## src/rtl/sdft_pkg.sv

```systemverilog
// Shared definitions for the SDFT datapath blocks.
//   - complex_div state encoding
//   - datapath widths: DW (operand), OW (quotient), NUM_W (a*conj(b)), DEN_W (|b|^2)
//   - SAT_MAX: largest quotient magnitude; the output range is symmetric
//   - num_mag(): magnitude of a signed numerator, always fits DEN_W bits
package sdft_pkg;

    localparam int DW    = 8;
    localparam int OW    = 16;
    localparam int NUM_W = 17;
    localparam int DEN_W = 16;

    localparam logic [OW-1:0] SAT_MAX = 16'd32767;

    typedef enum logic [2:0] {
        ST_IDLE = 3'd0,
        ST_MULT = 3'd1,
        ST_DIV  = 3'd2,
        ST_FIX  = 3'd3,
        ST_DONE = 3'd4
    } cdiv_state_e;

    // |v| for 8x8 complex numerators is at most 32768, so the sign bit can be dropped.
    function automatic logic [DEN_W-1:0] num_mag(input logic signed [NUM_W-1:0] v);
        return DEN_W'(v[NUM_W-1] ? -v : v);
    endfunction

endpackage

```

## src/rtl/udiv_seq.sv

```systemverilog
// Unsigned bit-serial restoring divider, one quotient bit per cycle, MSB first.
//   clk, reset       : clock, asynchronous active-low reset
//   start_i          : load dividend/divisor, clear remainder, become busy
//   last_i           : the current busy cycle is the final step (from the owner's counter)
//   dividend_i       : DIVIDEND_W-bit unsigned dividend
//   divisor_i        : DIVISOR_W-bit unsigned divisor, must be non-zero
//   done_o           : high during the final step; quo_o is valid on the next cycle
//   quo_o            : quotient register
module udiv_seq #(
    parameter int DIVIDEND_W = 24,
    parameter int DIVISOR_W  = 16
) (
    input  logic                  clk,
    input  logic                  reset,
    input  logic                  start_i,
    input  logic                  last_i,
    input  logic [DIVIDEND_W-1:0] dividend_i,
    input  logic [DIVISOR_W-1:0]  divisor_i,
    output logic                  done_o,
    output logic [DIVIDEND_W-1:0] quo_o
);

    localparam int REM_W = DIVISOR_W + 1;

    logic [DIVIDEND_W-1:0] quo_q, quo_d;
    logic [REM_W-1:0]      rem_q, rem_d;
    logic [DIVISOR_W-1:0]  dvs_q, dvs_d;
    logic                  busy_q, busy_d;
    logic [REM_W:0]        trial;
    logic [REM_W:0]        diff;

    // The quotient register starts holding the dividend; dividend bits shift out
    // of the top into the remainder while quotient bits shift in at the bottom.
    always_comb begin
        quo_d  = quo_q;
        rem_d  = rem_q;
        dvs_d  = dvs_q;
        busy_d = busy_q;
        trial  = {rem_q, quo_q[DIVIDEND_W-1]};
        diff   = trial - {2'b00, dvs_q};
        if (start_i) begin
            quo_d  = dividend_i;
            rem_d  = '0;
            dvs_d  = divisor_i;
            busy_d = 1'b1;
        end else if (busy_q) begin
            if (trial >= {2'b00, dvs_q}) begin
                rem_d = REM_W'(diff);
                quo_d = {quo_q[DIVIDEND_W-2:0], 1'b1};
            end else begin
                rem_d = REM_W'(trial);
                quo_d = {quo_q[DIVIDEND_W-2:0], 1'b0};
            end
            if (last_i) begin
                busy_d = 1'b0;
            end
        end
    end

    always_ff @(posedge clk or negedge reset) begin
        if (!reset) begin
            quo_q  <= '0;
            rem_q  <= '0;
            dvs_q  <= '0;
            busy_q <= 1'b0;
        end else begin
            quo_q  <= quo_d;
            rem_q  <= rem_d;
            dvs_q  <= dvs_d;
            busy_q <= busy_d;
        end
    end

    assign done_o = busy_q & last_i;
    assign quo_o  = quo_q;

endmodule

```

## src/rtl/complex_div.sv

```systemverilog
// Sequential signed complex divider q = a / b, quotient in Q(15-FRAC).FRAC.
//   clk, reset              : clock, asynchronous active-low reset
//   in_valid / in_ready     : operand handshake, in_ready only in IDLE
//   a_real, a_imag          : signed dividend
//   b_real, b_imag          : signed divisor
//   out_valid / out_ready   : result handshake, result held until accepted
//   out_real, out_imag      : signed quotient, truncated toward zero, clamped to +/-32767
//   err                     : divisor was 0+0j
//   sat                     : at least one component was clamped
//
// state | meaning
// IDLE  | waiting for operands
// MULT  | form a*conj(b) and |b|^2, start both dividers
// DIV   | N = 16+FRAC restoring steps on both components
// FIX   | clamp, apply sign, load output registers
// DONE  | result presented until out_ready
module complex_div
    import sdft_pkg::*;
#(
    parameter int FRAC = 8
) (
    input  logic          clk,
    input  logic          reset,
    input  logic          in_valid,
    output logic          in_ready,
    input  logic [DW-1:0] a_real,
    input  logic [DW-1:0] a_imag,
    input  logic [DW-1:0] b_real,
    input  logic [DW-1:0] b_imag,
    output logic          out_valid,
    input  logic          out_ready,
    output logic [OW-1:0] out_real,
    output logic [OW-1:0] out_imag,
    output logic          err,
    output logic          sat
);

    localparam int N     = OW + FRAC;
    localparam int CNT_W = $clog2(N);

    cdiv_state_e state_q, state_d;

    logic signed [DW-1:0] ar_q, ai_q, br_q, bi_q;
    logic signed [DW-1:0] ar_d, ai_d, br_d, bi_d;
    logic                 neg_re_q, neg_re_d, neg_im_q, neg_im_d;
    logic                 err_flag_q, err_flag_d;
    logic [CNT_W-1:0]     cnt_q, cnt_d;
    logic [OW-1:0]        out_real_q, out_real_d, out_imag_q, out_imag_d;
    logic                 err_q, err_d, sat_q, sat_d;

    logic signed [2*DW-1:0] p_rr, p_ii, p_ir, p_ri, p_bb_r, p_bb_i;
    logic signed [NUM_W-1:0] nr, ni;
    logic [DEN_W-1:0]        den;
    logic [N-1:0]            dvd_re, dvd_im;

    logic          div_start, div_last;
    logic          done_re, done_im;
    logic [N-1:0]  quo_re, quo_im;
    logic [N-1:0]  q_re, q_im;
    logic          sat_re, sat_im;
    logic [OW-1:0] m_re, m_im;

    // a * conj(b) and |b|^2 from the latched operands
    always_comb begin
        p_rr   = ar_q * br_q;
        p_ii   = ai_q * bi_q;
        p_ir   = ai_q * br_q;
        p_ri   = ar_q * bi_q;
        p_bb_r = br_q * br_q;
        p_bb_i = bi_q * bi_q;
        nr     = {p_rr[2*DW-1], p_rr} + {p_ii[2*DW-1], p_ii};
        ni     = {p_ir[2*DW-1], p_ir} - {p_ri[2*DW-1], p_ri};
        den    = DEN_W'(p_bb_r) + DEN_W'(p_bb_i);
        dvd_re = N'(num_mag(nr)) << FRAC;
        dvd_im = N'(num_mag(ni)) << FRAC;
    end

    // The divisor-zero path never starts the dividers, so their stale quotients
    // are masked here rather than relied upon.
    always_comb begin
        q_re   = err_flag_q ? '0 : quo_re;
        q_im   = err_flag_q ? '0 : quo_im;
        sat_re = q_re > N'(SAT_MAX);
        sat_im = q_im > N'(SAT_MAX);
        m_re   = sat_re ? SAT_MAX : q_re[OW-1:0];
        m_im   = sat_im ? SAT_MAX : q_im[OW-1:0];
    end

    always_comb begin
        state_d    = state_q;
        ar_d       = ar_q;
        ai_d       = ai_q;
        br_d       = br_q;
        bi_d       = bi_q;
        neg_re_d   = neg_re_q;
        neg_im_d   = neg_im_q;
        err_flag_d = err_flag_q;
        cnt_d      = cnt_q;
        out_real_d = out_real_q;
        out_imag_d = out_imag_q;
        err_d      = err_q;
        sat_d      = sat_q;
        div_start  = 1'b0;
        div_last   = 1'b0;
        unique case (state_q)
            ST_IDLE: begin
                if (in_valid) begin
                    ar_d       = a_real;
                    ai_d       = a_imag;
                    br_d       = b_real;
                    bi_d       = b_imag;
                    err_flag_d = 1'b0;
                    state_d    = ST_MULT;
                end
            end
            ST_MULT: begin
                neg_re_d = nr[NUM_W-1];
                neg_im_d = ni[NUM_W-1];
                cnt_d    = CNT_W'(N - 1);
                if (den == '0) begin
                    err_flag_d = 1'b1;
                    state_d    = ST_FIX;
                end else begin
                    div_start = 1'b1;
                    state_d   = ST_DIV;
                end
            end
            ST_DIV: begin
                div_last = (cnt_q == '0);
                if (cnt_q != '0) begin
                    cnt_d = cnt_q - 1'b1;
                end
                if (done_re && done_im) begin
                    state_d = ST_FIX;
                end
            end
            ST_FIX: begin
                out_real_d = neg_re_q ? (OW'(0) - m_re) : m_re;
                out_imag_d = neg_im_q ? (OW'(0) - m_im) : m_im;
                err_d      = err_flag_q;
                sat_d      = sat_re | sat_im;
                state_d    = ST_DONE;
            end
            ST_DONE: begin
                if (out_ready) begin
                    state_d = ST_IDLE;
                end
            end
            default: state_d = ST_IDLE;
        endcase
    end

    always_ff @(posedge clk or negedge reset) begin
        if (!reset) begin
            state_q    <= ST_IDLE;
            ar_q       <= '0;
            ai_q       <= '0;
            br_q       <= '0;
            bi_q       <= '0;
            neg_re_q   <= 1'b0;
            neg_im_q   <= 1'b0;
            err_flag_q <= 1'b0;
            cnt_q      <= '0;
            out_real_q <= '0;
            out_imag_q <= '0;
            err_q      <= 1'b0;
            sat_q      <= 1'b0;
        end else begin
            state_q    <= state_d;
            ar_q       <= ar_d;
            ai_q       <= ai_d;
            br_q       <= br_d;
            bi_q       <= bi_d;
            neg_re_q   <= neg_re_d;
            neg_im_q   <= neg_im_d;
            err_flag_q <= err_flag_d;
            cnt_q      <= cnt_d;
            out_real_q <= out_real_d;
            out_imag_q <= out_imag_d;
            err_q      <= err_d;
            sat_q      <= sat_d;
        end
    end

    udiv_seq #(.DIVIDEND_W(N), .DIVISOR_W(DEN_W)) u_div_re (
        .clk        (clk),
        .reset      (reset),
        .start_i    (div_start),
        .last_i     (div_last),
        .dividend_i (dvd_re),
        .divisor_i  (den),
        .done_o     (done_re),
        .quo_o      (quo_re)
    );

    udiv_seq #(.DIVIDEND_W(N), .DIVISOR_W(DEN_W)) u_div_im (
        .clk        (clk),
        .reset      (reset),
        .start_i    (div_start),
        .last_i     (div_last),
        .dividend_i (dvd_im),
        .divisor_i  (den),
        .done_o     (done_im),
        .quo_o      (quo_im)
    );

    assign in_ready  = (state_q == ST_IDLE);
    assign out_valid = (state_q == ST_DONE);
    assign out_real  = out_real_q;
    assign out_imag  = out_imag_q;
    assign err       = err_q;
    assign sat       = sat_q;

endmodule

```

## config.mk

```make
export PLATFORM = sky130hd
export DESIGN_NAME = complex_div
export DESIGN_NICKNAME = d
export VERILOG_FILES = /design/src/rtl/sdft_pkg.sv /design/src/rtl/udiv_seq.sv /design/src/rtl/complex_div.sv
export SDC_FILE = /design/constraint.sdc
export NUM_CORES = 1
export LEC_CHECK = 0
export CORE_UTILIZATION = 55
export CTS_CLUSTER_DIAMETER = 30
export DETAILED_ROUTE_END_ITERATION = 6
export GPL_TIMING_DRIVEN = 0
export PLACE_DENSITY = 0.72
export SLEW_MARGIN = 20
export SYNTH_ARGS = -nofsm -noshare
export SYNTH_HDL_FRONTEND = slang
export SYNTH_SLANG_ARGS = --single-unit
```

## constraint.sdc

```tcl
create_clock -name clk -period 15.5 [get_ports clk]
set_input_delay 2.325 -clock clk [delete_from_list [all_inputs] [get_ports clk]]
set_output_delay 2.325 -clock clk [all_outputs]
set_load 0.05 [all_outputs]
```

==> results.toml, run 1 <==
[synth]
syn-num-nets = 3443
synth_area_sq_um = 25700
synth_top_area_frac = 0.309
yosys.area.top_type = "fa_1"
post-synth-top-count-cell = "inv_1"
synth.area.top_cells = "fa_1 (31%), dfrtp_1 (17%), ha_1 (9.7%)"
synthDistinctLibCells = 76
ys.flop_type = "dfrtp_1"
ys_seq_area_frac = 0.172
syn_inst = 2810
synth_common_cells = "inv_1 (502), fa_1 (397), nand2_1 (223)"
ys_warn_count = 0
async_reset_ff_frac = 1.00
synth_edf_count = 0
ys_seq_elements = 177
avgSynthCellArea_sq_um = 9.16

[outcome]
status = "finished, final reports clean"

[layout]
regArea_sq_um = 4430
fillerInstances = 3999
drive_gt1_frac = 0.0305
diodes = 0
fin_nets = 3535
syn_to_final_growth_pct = 8.38
multiInputGateArea_sq_um = 19000
final_util = 0.610
layoutNonFillerInstCount = 3514

[clock_network]
cts.hold.buffers_added = 0
clk_pin_slew_ps = 80
clock-sinks = 177
clockBufferDepth = 2
cts_buffers = 17
htreeDepth = 4
cts_tree = "done"
ctsResizeCount = 0
cts_root_buf = "clkbuf_16"
clk_latency_ps = 510
post-cts-setup-buffers = 0

[setup_path]
r2r-start = "br_q[7]"
reg2reg_slack_ps = 7030
setup.worst_path.start = "br_q[7]"
arrival_ps = 8830
end_kind = "register"
cp_max_fo = 11
reg2regPathDepth = 24
crit_required_ps = 15850
worst_setup_path_start_kind = "register"
worstSetupPathType = "reg -> reg"
reg2reg_to = "u_div_re.quo_o[13]"

[timing]
hold_viol = 0
setup_viol = 0
maxClockFrequency_ghz = 0.118
slew_headroom = 0.388
rsz0062_at_grt = "no"
fin_crit_ps = 8470
setup_slack_ps = 7030
fin_crit_sh = 0.547
fin_setup_tns_ps = 0
tightest_slew_ps = 909
slew_viol_final = 0
skew_ps = 15.6

[grt]
grt_pass1_vias = 20700
overflow = 0
antenna_found_initial = 0
track_usage = 0.304
grt_max_degree = 90
grt_pass1_wl_um = 111000

[routing]
vias = 19800
drc = 0
drtPass1Iterations = 5
ant_nets = 0
wl_per_cell_um = 19.3
viasPerCell = 5.64
routed_wl_um = 67700
drtIter0Drc = 1389

[placed_design]
hpwlAfterDp_um = 54500
portBuffers = 71
gp_congestion = 0.957
dp_cells = 3483
dp_slack_ps = 7120

[job]
max_cap_viol_count = 0

[die]
dieHeight_um = 218
core_sq_um = 45800
row_count = 78
pin_count = 72
die_area_sq_um = 47700
initial_core_util = 0.562
die_w_um = 218

[hold_path]
hold_path_end = "out_real[5]"
hold-path-cell-count = 2
min_from = "out_real[5]"
hp-class = "reg -> reg"
worst max-delay path: stages, from the launching register on:
cell	delay, ps
dfrtp_1	570
inv_1	480
clkbuf_1	730
nor2_1	150
fa_1	510
inv_1	50
fa_1	460
fa_1	500
inv_1	60
fa_1	510
fa_1	540
inv_1	50
fa_1	540
inv_1	40
ha_1	390
and4_1	260
o21ai_0	70
o21ba_2	180
o41ai_1	530
o21ai_1	170
xnor2_1	610
clkbuf_1	450
nor2_1	120
xnor2_1	230
a21oi_1	100
cells in the final DEF, fill, tap and decap left out, types with 5 or more instances in the layout:
cell type and n:
inv_1 502, fa_1 397, nand2_1 223, ha_1 200, nor2_1 192, and2_1 180, dfrtp_1 177, clkbuf_1 107
o21ai_0 100, xnor2_1 95, a21oi_1 94, clkdlybuf4s50_1 70, a211oi_1 63, nor2b_1 48, xor2_1 48, nor3_1 41
mux2i_1 39, nand2b_1 35, mux2_2 25, o21ai_1 22, a21o_1 20, a31oi_1 17, clkbuf_16 17, or3_1 16
nand3_1 15, o31ai_1 10, nor4_1 9, o21a_1 9, nand4_1 9, o211ai_1 9, a211oi_2 9, and3_1 8
nand3b_1 7, o21bai_1 5, buf_2 5
final cells by class:
cell class / count / share of cell area
inverters: 502 / 0.0675
well taps: 600 / 0.0269
clock buffers: 17 / 0.0152
repair buffers: 73 / 0.0276
clock inverters: 14 / 0.00753
multi-input cells: 2014 / 0.680
flip-flops and latches: 177 / 0.159
plain buffers: 117 / 0.0165
kinds of logic after synthesis:
| kind of cell | count (synthesis) | share of synthesized area |
|---|---|---|
| XOR/XNOR | 144 | 0.0495 |
| AND/OR/NAND/NOR | 806 | 0.155 |
| AO/OA/AOI/OAI | 402 | 0.0999 |
| flip-flops | 177 | 0.172 |
| buffers and inverters | 619 | 0.0911 |
| adder cells (fa/ha/maj) | 597 | 0.406 |
| multiplexers | 65 | 0.0265 |
per-layer routing:
layer  vias up  track usage  wire length [um]
met3       109       0.0630              4640
met5         -            0                 0
li1       9068            -                 -
met2       647        0.503             32600
met1      9986        0.397             28600
met4         0       0.0984              1890
registers in the layout (all words and copies together), names as in the netlist, 3 cells and up:
| register | count |
|---|---|
| ai_q | 8 |
| ar_q | 8 |
| bi_q | 8 |
| br_q | 8 |
| cnt_q | 5 |
| out_imag | 16 |
| out_real | 16 |
| state_q | 3 |
| u_div_im.dvs_q | 16 |
| u_div_im.quo_o | 24 |
| u_div_im.rem_q | 17 |
| u_div_re.quo_o | 24 |
| u_div_re.rem_q | 17 |
worst max-delay path by stage:
stage	endpoint	slack [ps]	cells after the start
floorplan	u_div_re.quo_o[13]	8660	24
global placement	u_div_im.rem_q[11]	4670	1
detailed placement	u_div_re.quo_o[13]	7120	24
CTS	u_div_re.quo_o[13]	7090	24
global route	u_div_re.quo_o[15]	6710	24
finish	u_div_re.quo_o[13]	7030	24
stage by stage:
stage / hold WS (ps) / cell area [sq um]
6_report: 485 / 27900
5_1_grt: 511 / 27900
4_1_cts: 491 / 27900
3_5_place_dp: 474 / 27300
3_3_place_gp: 464 / 27200
2_1_floorplan: 469 / 25700
Power of run 1 is not shown: default switching activity piles up to over one toggle a cycle in this logic, so the estimate is an artifact.
==> inputs of run 2 (changes only) <==
Settings changed: PLACE_DENSITY 0.72 to 0.75.
Clock period 15.5 ns to 7.4 ns, I/O delays scaled along.
==> results.toml, run 2 (synthesized netlist as in run 1, its figures left out) <==
[routing]
wl_per_cell_um = 19.1
viasPerCell = 5.68
drtPass1Iterations = 5
ant_nets = 0
routed_wl_um = 67200
vias = 20000
drtIter0Drc = 1526
drc = 0

[clock_network]
cts_buffers = 17
clock-sinks = 177
cts_root_buf = "clkbuf_16"
clockBufferDepth = 2
clk_latency_ps = 490
clk_pin_slew_ps = 80
cts_tree = "done"
htreeDepth = 4

[layout]
fin_nets = 3541
post-route-cell-area_sq_um = 28000
layoutNonFillerInstCount = 3521
most-common-layout-cells = "inv_1 (500), fa_1 (396), nand2_1 (223)"
fillerInstances = 3911
syn_to_final_growth_pct = 8.92
layout_commonest_cell = "inv_1"
drive_gt1_frac = 0.0565

[timing]
hold_viol = 0
fin_crit_ps = 7170
fin_crit_sh = 0.969
rsz0062_at_grt = "yes"
tightest_slew_ps = 1120
setup_viol = 0
slew_viol_final = 0
skew_ps = 13.1
maxClockFrequency_ghz = 0.140
slew_headroom = 0.253
setup_slack_ps = 233

[placed_design]
hpwlAfterDp_um = 54200
post_dp_cell_area_sq_um = 27300
dp_slack_ps = -1020
dp_cells = 3483
portBuffers = 71
gp_congestion = 0.931

[grt]
grt_pass1_vias = 21100
grt_pass1_wl_um = 111000
overflow = 0
antenna_found_initial = 0
track_usage = 0.303
grt_max_degree = 94

[setup_path]
cpPeakStageDelay_ps = 560
crit_buf_inv = 4
worst_setup_path_start_kind = "register"
crit_required_ps = 7760
cp_max_fo = 10
crit_top_cell = "fa_1"
end_kind = "register"
arrival_ps = 7530
path_cells = "clkbuf_1 > and2_1 > fa_1 > fa_1 > fa_1 > fa_1 > fa_1 > inv_1 > fa_1 > inv_1 > ha_1 > and4_1 > o21ai_0 > o21ba_2 > o41ai_2 > o21ai_1 > xnor2_2 > clkbuf_2 > nor2_1 > xnor2_1 > a21oi_1"
worstSetupPathType = "reg -> reg"
cp_top_family = "adder cells"
cp_slowest_cell = "fa_1"

[job]
max_cap_viol_count = 0

[die]
die_w_um = 218
dieHeight_um = 218
initial_core_util = 0.562
die_area_sq_um = 47700
pin_count = 72
row_count = 78
core_sq_um = 45800

[outcome]
status = "finished, final reports clean"

[hold_path]
hp-class = "in -> async"
## run 2: cell count changes in the layout (fill, tap and decap cells not counted), sizes merged
cell / before / now
clkinvlp: 1 / 3
clkinv: 2 / 6
buf: 12 / 23
inv: 510 / 504
diode: 0 / 1
clkbuf: 125 / 123
bufinv: 3 / 0
## run 2: worst reg2reg max path: stages, from the launching register on
cell	delay (ps)
dfrtp_1	520
clkbuf_1	550
and2_1	240
fa_1	450
fa_1	530
fa_1	550
fa_1	530
fa_1	560
inv_1	60
fa_1	530
inv_1	50
ha_1	380
and4_1	220
o21ai_0	70
o21ba_2	200
o41ai_2	390
o21ai_1	200
xnor2_2	290
clkbuf_2	280
nor2_1	90
xnor2_1	240
a21oi_1	110
## run 2: final cells by class
cell class	instances	area, sq um	area share
Sequential cell	177	4450	0.159
Buffer	116	538	0.0192
Tap cell	600	751	0.0268
Multi-Input combinational cell	2014	19000	0.678
Timing Repair Buffer	80	823	0.0294
Inverter	502	1890	0.0675
Clock inverter	11	97.6	0.00348
Clock buffer	20	467	0.0166
Antenna cell	1	2.50	0.0000892
## run 2: timing repair
item / 4_1_cts / 5_1_grt
resized for setup: 29 / 89
setup endpoints to repair: 103 / 102
setup buffers: 5 / 2
pin swaps: 2 / 0
hold buffers: 0 / 0
## run 2: metal layers
metal / wire (um) / share of wire / global-route usage
met1: 27700 / 0.41 / 0.395
met2: 32100 / 0.48 / 0.498
met3: 4950 / 0.074 / 0.0592
met4: 2470 / 0.037 / 0.119
met5: 0 / 0 / 0
## run 2: metrics by stage
step                       util  hold WS (ps)  TNS, ps
after floorplan               -           469        0
after global placement    0.594           463  -412620
after detailed placement  0.596           470   -44910
after CTS                 0.610           412        0
after global routing      0.613           435    -18.8
final                     0.613           436        0
## run 2: path summary, 6_finish.rpt
check,start,endpoint,slack (ps),cells past startpoint
worst max-delay path,bi_q[5],u_div_re.quo_o[13],230,21
worst min-delay path,reset,ar_q[0],440,1
worst max register to register,bi_q[5],u_div_re.quo_o[13],230,21
worst min register to register,out_imag[2],out_imag[2],480,2
max in group asynchronous,reset,bi_q[7],5850,3
min in group clk,out_imag[2],out_imag[2],480,2
Power of run 2 is left out for the same reason.
